[src/rtl/slave_interface_pkg.sv]
// Shared definitions for the serial-bus slave: FSM states, transfer modes and bit order.
package slave_interface_pkg;

  typedef enum logic [2:0] {
    StIdle,
    StAddr,
    StWdata,
    StMemWr,
    StMemRd,
    StRdata
  } slave_state_e;

  localparam logic MODE_READ  = 1'b0;
  localparam logic MODE_WRITE = 1'b1;

  // Serial fields travel least-significant bit first on both directions of the bus.
  localparam bit LSB_FIRST = 1'b1;

  // Position within a width-bit word of the idx-th serial bit.
  function automatic int unsigned bit_pos(input int unsigned idx, input int unsigned width);
    return LSB_FIRST ? idx : width - 1 - idx;
  endfunction

endpackage

[src/rtl/slave_interface_if.sv]
// Serial bus signals between the bus fabric (master side) and one slave port.
interface slave_interface_if;
  logic swdata;
  logic smode;
  logic swvalid;
  logic srdata;
  logic srvalid;
  logic sready;

  modport master (
    output swdata, smode, swvalid,
    input  srdata, srvalid, sready
  );

  modport slave (
    input  swdata, smode, swvalid,
    output srdata, srvalid, sready
  );
endinterface

[src/rtl/slave_interface.sv]
// Serial-bus responder: deserialises address/write data into parallel memory accesses and
// serialises read data back onto the bus.
module slave_interface
  import slave_interface_pkg::*;
#(
  parameter int unsigned ADDR_WIDTH = 12,
  parameter int unsigned DATA_WIDTH = 8
) (
  input  logic                  clk,
  input  logic                  rstn,
  slave_interface_if.slave      bus,
  output logic [ADDR_WIDTH-1:0] mem_addr,
  output logic [DATA_WIDTH-1:0] mem_wdata,
  output logic                  mem_wen,
  output logic                  mem_ren,
  input  logic [DATA_WIDTH-1:0] mem_rdata,
  input  logic                  mem_rvalid
);

  localparam int unsigned MaxW = (ADDR_WIDTH > DATA_WIDTH) ? ADDR_WIDTH : DATA_WIDTH;
  localparam int unsigned CntW = $clog2(MaxW);

  slave_state_e          r_state;
  logic [CntW-1:0]       r_cnt;
  logic                  r_mode;
  logic [ADDR_WIDTH-1:0] r_addr;
  logic [DATA_WIDTH-1:0] r_data;
  logic [ADDR_WIDTH-1:0] r_mem_addr;
  logic [DATA_WIDTH-1:0] r_mem_wdata;
  logic                  r_mem_wen;
  logic                  r_mem_ren;
  logic                  r_srdata;
  logic                  r_srvalid;

  logic                  w_sready;
  logic                  w_accept;
  logic                  w_addr_last;
  logic                  w_data_last;
  logic [ADDR_WIDTH-1:0] w_addr_full;
  logic [DATA_WIDTH-1:0] w_data_full;

  assign w_sready    = (r_state == StIdle) || (r_state == StAddr) || (r_state == StWdata);
  assign w_accept    = bus.swvalid && w_sready;
  assign w_addr_last = (r_cnt == CntW'(ADDR_WIDTH - 1));
  assign w_data_last = (r_cnt == CntW'(DATA_WIDTH - 1));

  // Complete words including the bit arriving this cycle, so the last bit needs no extra cycle.
  always_comb begin
    w_addr_full = r_addr;
    w_addr_full[bit_pos(ADDR_WIDTH - 1, ADDR_WIDTH)] = bus.swdata;
    w_data_full = r_data;
    w_data_full[bit_pos(DATA_WIDTH - 1, DATA_WIDTH)] = bus.swdata;
  end

  always_ff @(posedge clk or negedge rstn) begin
    if (!rstn) begin
      r_state     <= StIdle;
      r_cnt       <= '0;
      r_mode      <= MODE_READ;
      r_addr      <= '0;
      r_data      <= '0;
      r_mem_addr  <= '0;
      r_mem_wdata <= '0;
      r_mem_wen   <= 1'b0;
      r_mem_ren   <= 1'b0;
      r_srdata    <= 1'b0;
      r_srvalid   <= 1'b0;
    end else begin
      r_mem_wen <= 1'b0;
      r_mem_ren <= 1'b0;
      unique case (r_state)
        StIdle: begin
          if (w_accept) begin
            r_addr[bit_pos(0, ADDR_WIDTH)] <= bus.swdata;
            r_mode  <= bus.smode;
            r_cnt   <= CntW'(1);
            r_state <= StAddr;
          end
        end
        StAddr: begin
          if (w_accept) begin
            if (w_addr_last) begin
              r_cnt      <= '0;
              r_mem_addr <= w_addr_full;
              if (r_mode == MODE_WRITE) begin
                r_state <= StWdata;
              end else begin
                r_state   <= StMemRd;
                r_mem_ren <= 1'b1;
              end
            end else begin
              r_addr[bit_pos(32'(r_cnt), ADDR_WIDTH)] <= bus.swdata;
              r_cnt <= r_cnt + CntW'(1);
            end
          end
        end
        StWdata: begin
          if (w_accept) begin
            if (w_data_last) begin
              r_cnt       <= '0;
              r_mem_wdata <= w_data_full;
              r_mem_wen   <= 1'b1;
              r_state     <= StMemWr;
            end else begin
              r_data[bit_pos(32'(r_cnt), DATA_WIDTH)] <= bus.swdata;
              r_cnt <= r_cnt + CntW'(1);
            end
          end
        end
        StMemWr: begin
          r_state <= StIdle;
        end
        StMemRd: begin
          if (mem_rvalid) begin
            r_data    <= mem_rdata;
            r_srdata  <= mem_rdata[bit_pos(0, DATA_WIDTH)];
            r_srvalid <= 1'b1;
            r_cnt     <= '0;
            r_state   <= StRdata;
          end
        end
        StRdata: begin
          if (w_data_last) begin
            r_srdata  <= 1'b0;
            r_srvalid <= 1'b0;
            r_cnt     <= '0;
            r_state   <= StIdle;
          end else begin
            r_srdata <= r_data[bit_pos(32'(r_cnt) + 1, DATA_WIDTH)];
            r_cnt    <= r_cnt + CntW'(1);
          end
        end
        default: r_state <= StIdle;
      endcase
    end
  end

  assign bus.sready  = w_sready;
  assign bus.srdata  = r_srdata;
  assign bus.srvalid = r_srvalid;
  assign mem_addr    = r_mem_addr;
  assign mem_wdata   = r_mem_wdata;
  assign mem_wen     = r_mem_wen;
  assign mem_ren     = r_mem_ren;

endmodule

[src/flat_wrapper.sv]
// flat-port wrapper written by rule: the top's interface ports become plain ports
module slave_interface_flat import slave_interface_pkg::*;
#(
  parameter int unsigned ADDR_WIDTH = 12,
  parameter int unsigned DATA_WIDTH = 8
)
  (clk, rstn, mem_addr, mem_wdata, mem_wen, mem_ren, mem_rdata, mem_rvalid, bus_swdata, bus_smode, bus_swvalid, bus_srdata, bus_srvalid, bus_sready);
  slave_interface_if bus_i ();
  input  logic clk;
  input  logic rstn;
  output logic [ADDR_WIDTH-1:0] mem_addr;
  output logic [DATA_WIDTH-1:0] mem_wdata;
  output logic mem_wen;
  output logic mem_ren;
  input  logic [DATA_WIDTH-1:0] mem_rdata;
  input  logic mem_rvalid;
  input wire logic [$bits(bus_i.swdata)-1:0] bus_swdata;
  input wire logic [$bits(bus_i.smode)-1:0] bus_smode;
  input wire logic [$bits(bus_i.swvalid)-1:0] bus_swvalid;
  output wire logic [$bits(bus_i.srdata)-1:0] bus_srdata;
  output wire logic [$bits(bus_i.srvalid)-1:0] bus_srvalid;
  output wire logic [$bits(bus_i.sready)-1:0] bus_sready;
  assign bus_i.swdata = bus_swdata;
  assign bus_i.smode = bus_smode;
  assign bus_i.swvalid = bus_swvalid;
  assign bus_srdata = bus_i.srdata;
  assign bus_srvalid = bus_i.srvalid;
  assign bus_sready = bus_i.sready;
  slave_interface #(.ADDR_WIDTH(ADDR_WIDTH), .DATA_WIDTH(DATA_WIDTH)) u_core (.clk(clk), .rstn(rstn), .bus(bus_i), .mem_addr(mem_addr), .mem_wdata(mem_wdata), .mem_wen(mem_wen), .mem_ren(mem_ren), .mem_rdata(mem_rdata), .mem_rvalid(mem_rvalid));
endmodule
[config.mk]
export PLATFORM = sky130hd
export DESIGN_NAME = slave_interface_flat
export DESIGN_NICKNAME = d
export VERILOG_FILES = /design/src/rtl/slave_interface_pkg.sv /design/src/rtl/slave_interface_if.sv /design/src/rtl/slave_interface.sv /design/src/flat_wrapper.sv
export SDC_FILE = /design/constraint.sdc
export NUM_CORES = 1
export LEC_CHECK = 0
export CAP_MARGIN = 25
export CELL_PAD_IN_SITES_DETAIL_PLACEMENT = 0
export CELL_PAD_IN_SITES_GLOBAL_PLACEMENT = 1
export CORE_ASPECT_RATIO = 1.4
export CORE_MARGIN = 5
export CORE_UTILIZATION = 42
export CTS_CLUSTER_DIAMETER = 150
export DETAILED_ROUTE_END_ITERATION = 16
export GPL_ROUTABILITY_DRIVEN = 0
export GPL_TIMING_DRIVEN = 0
export PLACE_DENSITY = 0.79
export SKIP_CTS_REPAIR_TIMING = 1
export SLEW_MARGIN = 20
export SYNTH_ARGS = -nofsm -noshare
export SYNTH_HDL_FRONTEND = slang
export SYNTH_SLANG_ARGS = --single-unit
[constraint.sdc]
create_clock -name clk -period 2.05 [get_ports clk]
set_input_delay 0.41 -clock clk [delete_from_list [all_inputs] [get_ports clk]]
set_output_delay 0.41 -clock clk [all_outputs]
set_load 0.005 [all_outputs]
==> Word level (Yosys, flattened, before mapping) <==
Cells that the tools add are included.
{ "word_totals": {"register_bits": 52, "input_bits": 14, "output_inout_bits": 25, "wordCells": 99} }
{ "op_classes": {"addsub": 2, "magnitude_cmp": 4, "eq_ne": 15, "muxes": 45, "n_bitwise": 1, "n_reduce_logical": 20} }
{ "op_table": {"columns": ["op", "count"], "rows": [
  ["< comparator 32 x 4 -> 1 bit (second input constant)", 1],
  ["two-way mux 3 bit", 8],
  ["two-way mux 4 bit", 6],
  ["two-way mux 8 bit", 3],
  ["case mux 4 bit (5 select lines)", 1],
  ["two-way mux 1 bit", 17],
  ["case mux 8 bit (2 select lines)", 1],
  ["case mux 3 bit (5 select lines)", 1],
  ["bitwise mux 12 bit", 1],
  ["!= test 2 x 1 -> 1 bit (second input constant)", 6],
  ["AND reduction 3 bit", 4],
  ["bitwise mux 8 bit", 1],
  ["AND reduction 4 bit", 2],
  ["AND reduction 7 bit", 1],
  ["equality test 3 bit (second input constant)", 2],
  ["!= test 2 bit (second input constant)", 3],
  ["case mux 1 bit (2 select lines)", 3],
  ["nonzero test 2 bit", 3],
  ["adder 4 x 1 -> 5 bit (second input constant)", 1],
  ["< comparator 4 x 5 -> 1 bit (second input constant)", 1],
  ["AND reduction 5 bit", 1],
  ["nonzero test 5 bit", 1],
  ["adder 4 x 1 -> 4 bit (second input constant)", 1],
  ["demux 1 bit (select 4 bit)", 1],
  ["13 further kinds", 17]
]} }

==> Longest topological paths before layout <==
Gate-level depths: netlist (run 1).
{ "depth": {"depth_word": 8, "ltp_mapped": 7, "depth_no_buf": 6} }

==> Least setup slack after synthesis (run 1) <==
OpenSTA, ideal clock, no wires.
{ "synth_timing": {"kind": "reg-to-reg", "startpoint": "reg u_core.r_state[2]", "endpoint": "reg u_core.r_addr[10]", "setup_time_ps": 125, "arrival_ps": 1625, "t_required_ps": 1925, "setup_slack_ps": 299, "path_stages_with_launch": 7, "n_path_buf": 1, "synth_period_minus_slack_ps": 1751, "path_cell_list": "dfrtp_1 -> buf_6 -> or2_4 -> or3_4 -> nor3_4 -> nand2_1 -> mux2_4"} }
{ "synth_between": {"elab_chain_cells": 5, "elab_cells_between_ends": 7, "cone_classes": "eq/ne: 2; reduce/logical: 5"} }
{ "synth_lines": {"columns": ["item", "line_no", "rtl"], "rows": [
  ["start, declared", "slave_interface.sv:23", "slave_state_e r_state;"],
  ["start signal, assigned", "slave_interface.sv:57", "r_state <= StIdle;"],
  ["start signal, assigned", "slave_interface.sv:77", "r_state <= StAddr;"],
  ["start signal, assigned", "slave_interface.sv:86", "r_state <= StWdata;"],
  ["equality test 3 x 1 -> 1 bit or logical NOT 3 bit (tied branches)", "slave_interface.sv:42, slave_interface.sv:71", null],
  ["logical OR 1 bit (2 in a row)", "slave_interface.sv:42", "assign w_sready = (r_state == StIdle) || (r_state == StAddr) || (r_state == StWdata);"],
  ["logical AND 1 bit", "slave_interface.sv:43", "assign w_accept = bus.swvalid && w_sready;"],
  ["AND reduction 3 bit (no source line) (*)", null, null],
  ["end signal, assigned by index", "slave_interface.sv:74", "r_addr[bit_pos(0, ADDR_WIDTH)] <= bus.swdata;"],
  ["end signal, assigned by index", "slave_interface.sv:92", "r_addr[bit_pos(32'(r_cnt), ADDR_WIDTH)] <= bus.swdata;"],
  ["end, declared", "slave_interface.sv:26", "logic [ADDR_WIDTH-1:0] r_addr;"]
]} }
Every way passes the cells marked *; elsewhere a longest branch is shown, timed or not.
A chain may end at the register's enable or synchronous reset.

==> Worst setup path after layout (run 1) <==
{ "layout_timing": {"startpoint": "reg u_core.r_cnt[1]", "endpoint": "reg u_core.r_data[0]"} }
{ "layout_between": {"elab_chain_cells": 8, "elab_cells_between_ends": 12, "cone_classes": "order compare: 2; eq/ne: 2; mux: 6; reduce/logical: 2"} }
{ "layout_lines": {"columns": ["item", "line_no", "rtl"], "rows": [
  ["start, declared", "slave_interface.sv:24", "logic [CntW-1:0] r_cnt;"],
  ["start signal, assigned", "slave_interface.sv:76", "r_cnt <= CntW'(1);"],
  ["start signal, assigned", "slave_interface.sv:93", "r_cnt <= r_cnt + CntW'(1);"],
  ["start signal, assigned", "slave_interface.sv:106", "r_cnt <= r_cnt + CntW'(1);"],
  [">= comparator 4 x 1 -> 1 bit (not written as such) or < comparator 4 bit (tied branches)", "slave_interface.sv:105", "r_data[bit_pos(32'(r_cnt), DATA_WIDTH)] <= bus.swdata;"],
  ["logical AND 1 bit (not written as such)", "slave_interface.sv:105", null],
  ["two-way mux 1 bit (not written as such)", "slave_interface.sv:105", null],
  ["demux 1 bit (select 3 bit)", null, null],
  ["bitwise mux 8 bit", "slave_interface.sv:105", null],
  ["two-way mux 8 bit", "slave_interface.sv:99", "if (w_data_last) begin"],
  ["two-way mux 8 bit", "slave_interface.sv:98", "if (w_accept) begin"],
  ["case mux 8 bit (2 select lines)", "slave_interface.sv:71", "unique case (r_state)"],
  ["end signal, assigned by index", "slave_interface.sv:105", null],
  ["end signal, assigned", "slave_interface.sv:115", "r_data <= mem_rdata;"],
  ["end, declared", "slave_interface.sv:27", "logic [DATA_WIDTH-1:0] r_data;"]
]} }
Parallel ways exist; a longest one is shown, timed or not. The select of a mux whose other input is x is not followed.

==> results.toml, run 1 <==
[outcome]
status = "completed"

[pwr]
power_switching_share_pct = 35.5
p_sw_w = 0.00135
clkPwrFrac_pct = 18.6
p_comb_share_pct = 42.7
p_int_w = 0.00246
finalPower_w = 0.00381
ir_drop_mv = 0.632
p_seq_share_pct = 38.7
power_density_nw_per_um2 = 1210
leakagePower_nw = 1.40

[critical_path]
path_class = "reg -> reg"
cp-end-kind = "register"
crit_fanout = 8
r2r_cells = 6
critPathRequiredTime_ns = 2.28
setup.worst_path.start_class = "register"
cp.arrival_ns = 2.11

[die]
die-area_um2 = 7830
fp-row-count = 33
die_w_um = 76.2
start_util_pct = 43.7
coreArea_um2 = 5900
ios = 39
die_y_um = 103

[sta]
timing.slew.headroom_pct = 57.9
skew_ns = 0.0124
finalHoldViolCount = 0
finalSetupTns_ns = 0
max_freq_mhz = 533
slew_viol_final = 0
worstMarginPinSlew_ns = 0.631
rsz0062_at_grt = "no"
min_period_ns = 1.88
setup_viol = 0
min_period_over_period_pct = 91.6

[hold_path]
holdCritPathClass = "in -> async"

[placed_design]
hpwl_um = 4080
io_buffers = 37

[yosys]
netlist_area_um2 = 2580
syn_area_per_cell_um2 = 10.7
ys_ff_latch = 51
synth-seq-area-share_pct = 49.5
synthFlopType = "dfrtp_1"
ys_warn_count = 0
synthArstFlopShare_pct = 100
ys_types = 42
synth_nets = 260
synth_edf_count = 0
synth_cells = 241

[route]
first_pass_iters = 4
vias_per_cell = 5.51
wl_um = 5550
wl_per_cell_um = 15.6
drc = 0
drtIter0Drc = 101
vias = 1957
ant_nets = 0

[clocking]
clk_latency_ns = 0.31
htree_levels = 2
cts_tree = "done"
cts_sinks = 51
path_clk_slew_ns = 0.10
clockBufferDepth = 2
cts-root-buf = "clkbuf_8"
numCtsBuffers = 5

[grt]
grt_pass1_vias = 1987
grt_use_met3_pct = 2.53
grt_start_max_net_pins = 52
grt_pass1_wl_um = 9810
grt_busiest_layer = "met2"
grt.met2_usage_pct = 26.9
grt_overflow_total = 0
grt_use_met1_pct = 19.7
track_usage_pct = 15.4
antenna_found_initial = 0

[layout]
final_nets = 303
multi_input_area_um2 = 1210
areaGrowthSynthToFinish_pct = 22.5
final-seq-area_um2 = 1280
nFillCells = 552
antennaDiodeCount = 0
drive_above_1_share_pct = 20.0

[job]
max-cap-violations = 0
-- final timing paths --
path	start	slack, ns	to
worst max-delay path	u_core.r_cnt[1]$_DFFE_PN0P_	0.17	u_core.r_data[0]$_DFFE_PN0P_
worst min-delay path	rstn	0.12	u_core.mem_addr[2]$_DFFE_PN0P_
worst max register to register	u_core.r_cnt[1]$_DFFE_PN0P_	0.17	u_core.r_data[0]$_DFFE_PN0P_
worst min register to register	u_core.r_addr[2]$_DFFE_PN0P_	0.50	u_core.mem_addr[2]$_DFFE_PN0P_
max in group asynchronous	rstn	1.51	u_core.r_cnt[3]$_DFFE_PN0P_
min in group clk	u_core.r_addr[2]$_DFFE_PN0P_	0.50	u_core.mem_addr[2]$_DFFE_PN0P_
-- cell usage after synthesis, drive strengths merged, types with 2 or more instances --
cell    number  area [um2]
nor2b        4        25.0
buf          7        41.3
o21ai       16        80.1
dfrtp       51        1280
or3          2        17.5
nand3        4        20.0
mux4         2        45.0
ha           5        62.6
mux2        32         372
nor2        20        77.6
nand2       16        60.1
clkbuf       8        30.0
and3         3        18.8
o32ai        2        17.5
a22oi        4        30.0
nand3b       2        15.0
nor3         5        36.3
inv          6        22.5
o31ai        6        45.0
nand2b       7        43.8
a21oi       19        95.1
o22ai        7        43.8
-- logic make-up (layout without fill, tap and decap cells) --
group | count (synthesis) | count (layout) | synth area share [%]
buffers and inverters | 21 | 65 | 3.64
flip-flops | 51 | 51 | 49.5
XOR/XNOR | 1 | 1 | 0.340
AND/OR/NAND/NOR | 67 | 67 | 13.4
adder cells (fa/ha/maj) | 5 | 5 | 2.42
AO/OA/AOI/OAI | 62 | 62 | 14.5
multiplexers | 34 | 34 | 16.1
-- worst max-delay path, stage by stage (launching register included) --
cell and delay [ns]:
dfrtp_1 0.48, ha_1 0.23, nand3b_1 0.14, nand4b_1 0.16, a21oi_1 0.51, a21oi_1 0.14
a21oi_1 0.15
-- through the flow --
| stage | util, % | instance area (um2) | worst slack [ns] | std cells | hold slack, ns |
|---|---|---|---|---|---|
| finish | 53.5 | 3160 | 0.172 | 355 | 0.117 |
| global route | 53.5 | 3160 | 0.0226 | 355 | 0.175 |
| CTS | 53.3 | 3150 | -0.198 | 356 | 0.143 |
| detailed placement | 51.4 | 3040 | -0.0465 | 348 | 0.482 |
| global placement | 51.5 | 3040 | -0.938 | 348 | 0.473 |
| floorplan | - | 2580 | 0.299 | 241 | 0.114 |
-- final cells by class --
type                       instances  share of cell area (%)
sequential                        51                    40.4
inverter                           6                   0.713
tap                               70                    2.77
clock buffer                       5                    2.18
clock inverter                     3                    1.39
buffer                            14                    2.45
multi-input combinational        169                    38.4
timing repair buffer              37                    11.7
-- cell usage in the layout, fill, tap and decap left out, types with 3 or more instances in the layout --
master,synthesis,final
dfrtp_1,51,51
clkdlybuf4s50_1,0,35
mux2_2,28,28
nor2_1,19,19
a21oi_1,19,18
nand2_1,16,16
o21ai_0,15,15
nand2b_1,7,7
o22ai_1,7,7
inv_1,6,6
o31ai_1,6,6
clkbuf_1,8,5
ha_1,5,5
clkbuf_8,0,5
buf_2,6,4
nor3_1,4,4
nand3_1,4,4
nor2b_1,4,4
a22oi_1,4,4
and3_1,3,3
mux2_4,3,3
-- power by group through the flow --
stage               Combinational, W  Sequential, W  Clock [W]
floorplan                    0.00110        0.00146          0
global placement             0.00160        0.00148          0
detailed placement           0.00160        0.00150          0
CTS                          0.00162        0.00148   0.000728
global route                 0.00183        0.00152   0.000768
finish                       0.00163        0.00147   0.000709
-- flip-flops by register name (all words and copies together) (netlist names) --
name,count
u_core.mem_addr,12
u_core.r_addr,11
u_core.mem_wdata,8
u_core.r_data,8
u_core.r_cnt,4
u_core.r_state,3
u_core.bus.srdata,1
u_core.bus.srvalid,1
u_core.mem_ren,1
u_core.mem_wen,1
u_core.r_mode,1
-- routing by layer --
layer  routed length, um  vias to the layer above  share of wire, %
li1                    -                      955                 -
met1                2440                      954                44
met2                2810                       43                51
met3                 227                        5               4.1
met4                  78                        0               1.4
met5                   0                        -                 0
Note: power is estimated with default switching activity, not from simulation.
==> inputs of run 2 (changes only) <==
ABC_AREA = 1   (was unset)
CORE_UTILIZATION = 40   (was 42)
PLACE_DENSITY = 0.9   (was 0.79)
==> results.toml, run 2 <==
[clocking]
clk_latency_ns = 0.30
path_clk_slew_ns = 0.09
clockBufferDepth = 2
cts-root-buf = "clkbuf_8"
cts_sinks = 51
cts_tree = "done"
htree_levels = 2
numCtsBuffers = 5

[layout]
drive_above_1_share_pct = 12.3
areaGrowthSynthToFinish_pct = 22.2
final-seq-area_um2 = 1280
mostFrequentLayoutCell = "nand2_1"
antennaDiodeCount = 0
largest_reg_flops = 12
postLayoutCoreUtil_pct = 50.6
final_nets = 425
multi_input_area_um2 = 1270
instances_no_fill = 498
final_cell_mix = "nand2_1 (146), dfrtp_1 (49), clkdlybuf4s50_1 (36)"
nFillCells = 666

[route]
drtIter0Drc = 107
vias = 2345
ant_nets = 0
wl_per_cell_um = 12.0
wl_um = 5970
first_pass_iters = 5
drc = 0
vias_per_cell = 4.71

[die]
die-area_um2 = 8630
die_y_um = 108
die_w_um = 79.9
coreArea_um2 = 6610
ios = 39
fp-row-count = 35
start_util_pct = 41.4

[pwr]
ir_drop_mv = 0.392
finalPower_w = 0.00336
leakagePower_nw = 1.66
power_density_nw_per_um2 = 1010

[yosys]
ys_warn_count = 0
synthFlopType = "dfrtp_1"
ys_ff_latch = 51
synthArstFlopShare_pct = 100
yosysMostFrequentCell = "nand2_1"
synth_top_area_share_pct = 46.6
yosys-top-cells-count = "nand2_1 (146), dfrtp_1 (51), inv_1 (29)"
synth_cells = 360
netlist_area_um2 = 2740
synth-seq-area-share_pct = 46.6
synth.area.top_cells = "dfrtp_1 (47%), nand2_1 (20%), nand3_1 (4.4%), o21ai_0 (4.2%), inv_1 (4.0%)"
synth_nets = 379
ys_types = 28
syn_area_per_cell_um2 = 7.61
synth_edf_count = 0
synth.largest_area_cell = "dfrtp_1"

[critical_path]
crit_fanout = 10
critPathRequiredTime_ns = 2.28
r2r_start = "u_core.r_cnt[0]$_DFFE_PN0P_"
cp-end-kind = "register"
path_class = "reg -> reg"
setup.worst_path.start_class = "register"
cp.arrival_ns = 2.06
r2r_cells = 8
rrSetupSlack_ns = 0.22
reg2reg_to = "u_core.bus.srdata$_DFFE_PN0P_"

[grt]
grt_pass1_wl_um = 10300
track_usage_pct = 14.8
grt_overflow_total = 0
grt_start_max_net_pins = 52
antenna_found_initial = 0
grt_pass1_vias = 2312

[placed_design]
hpwl_um = 4520
io_buffers = 38
placed_cells = 490
place_ws_ns = 0.238

[hold_path]
holdCritPathClass = "in -> async"

[sta]
worstMarginPinSlew_ns = 0.649
min_period_over_period_pct = 89.4
max_freq_mhz = 546
rsz0062_at_grt = "no"
setup_viol = 0
slew_viol_final = 0
finalHoldViolCount = 0
timing.slew.headroom_pct = 56.7
skew_ns = 0.0126
fin_ws_ns = 0.218
min_period_ns = 1.83

[outcome]
status = "completed"

[job]
max-cap-violations = 0
[run 2: metal layers]
metal / GRT usage, % / vias to the layer above / wire, um
li1: - / 1216 / -
met1: 16.9 / 1084 / 2580
met2: 27.4 / 45 / 3200
met3: 2.35 / 0 / 197
met4: 5.31 / 0 / 0
met5: 0 / - / 0
[run 2: area by class of cell]
cell class / instances / share of cell area, %
plain buffers: 7 / 1.76
clock buffers: 6 / 2.47
clock inverters: 1 / 0.150
multi-input cells: 265 / 38.1
flip-flops and latches: 51 / 38.2
well taps: 92 / 3.44
inverters: 37 / 4.30
repair buffers: 39 / 11.6
[run 2: where the power goes]
part	leakage, nW	internal, W	switching (W)	total [W]
Sequential	0.688	0.00117	0.000153	0.00132
Combinational	0.920	0.000515	0.000938	0.00145
Clock	0.0470	0.000266	0.000325	0.000591
Total	1.66	0.00195	0.00142	0.00336
[run 2: cell families (layout without fill, tap and decap cells)]
logic type	after synthesis	after routing	synth area share [%]
AOI/OAI and AO/OA	48	48	10.6
buffers and inverters	44	90	7.08
and+or+nand+nor	211	211	33.1
xor gates and xnor gates	1	1	0.320
adders and majority gates	5	5	2.28
DFF	51	51	46.6
[run 2: worst max-delay path, cell delays in order, from the launching register on]
cell,delay (ns)
dfrtp_1,0.50
clkinv_1,0.31
ha_1,0.44
inv_1,0.07
nand3_1,0.08
nand2_1,0.07
nand2_1,0.07
nand3_1,0.09
a21oi_1,0.13
[run 2: worst max path at each step]
| stage | end | from | cells past startpoint |
|---|---|---|---|
| after global placement | u_core.r_data[4]$_DFFE_PN0P_ | rstn | 1 |
| after floorplan | u_core.r_data[5]$_DFFE_PN0P_ | u_core.r_cnt[0]$_DFFE_PN0P_ | 8 |
| after CTS | bus_sready | u_core.r_state[0]$_DFFE_PN0P_ | 5 |
| final | u_core.bus.srdata$_DFFE_PN0P_ | u_core.r_cnt[0]$_DFFE_PN0P_ | 8 |
| after detailed placement | u_core.bus.srdata$_DFFE_PN0P_ | u_core.r_cnt[0]$_DFFE_PN0P_ | 8 |
| after global routing | u_core.bus.srdata$_DFFE_PN0P_ | u_core.r_cnt[0]$_DFFE_PN0P_ | 8 |
[run 2: through the flow]
stage / hold slack (ns) / cell area [um2] / setup TNS [ns]
after detailed placement: 0.462 / 3230 / 0
after global placement: 0.460 / 3230 / -46.76
after global routing: 0.184 / 3350 / 0
after CTS: 0.157 / 3320 / -0.0667
final: 0.133 / 3350 / 0
after floorplan: 0.114 / 2740 / 0
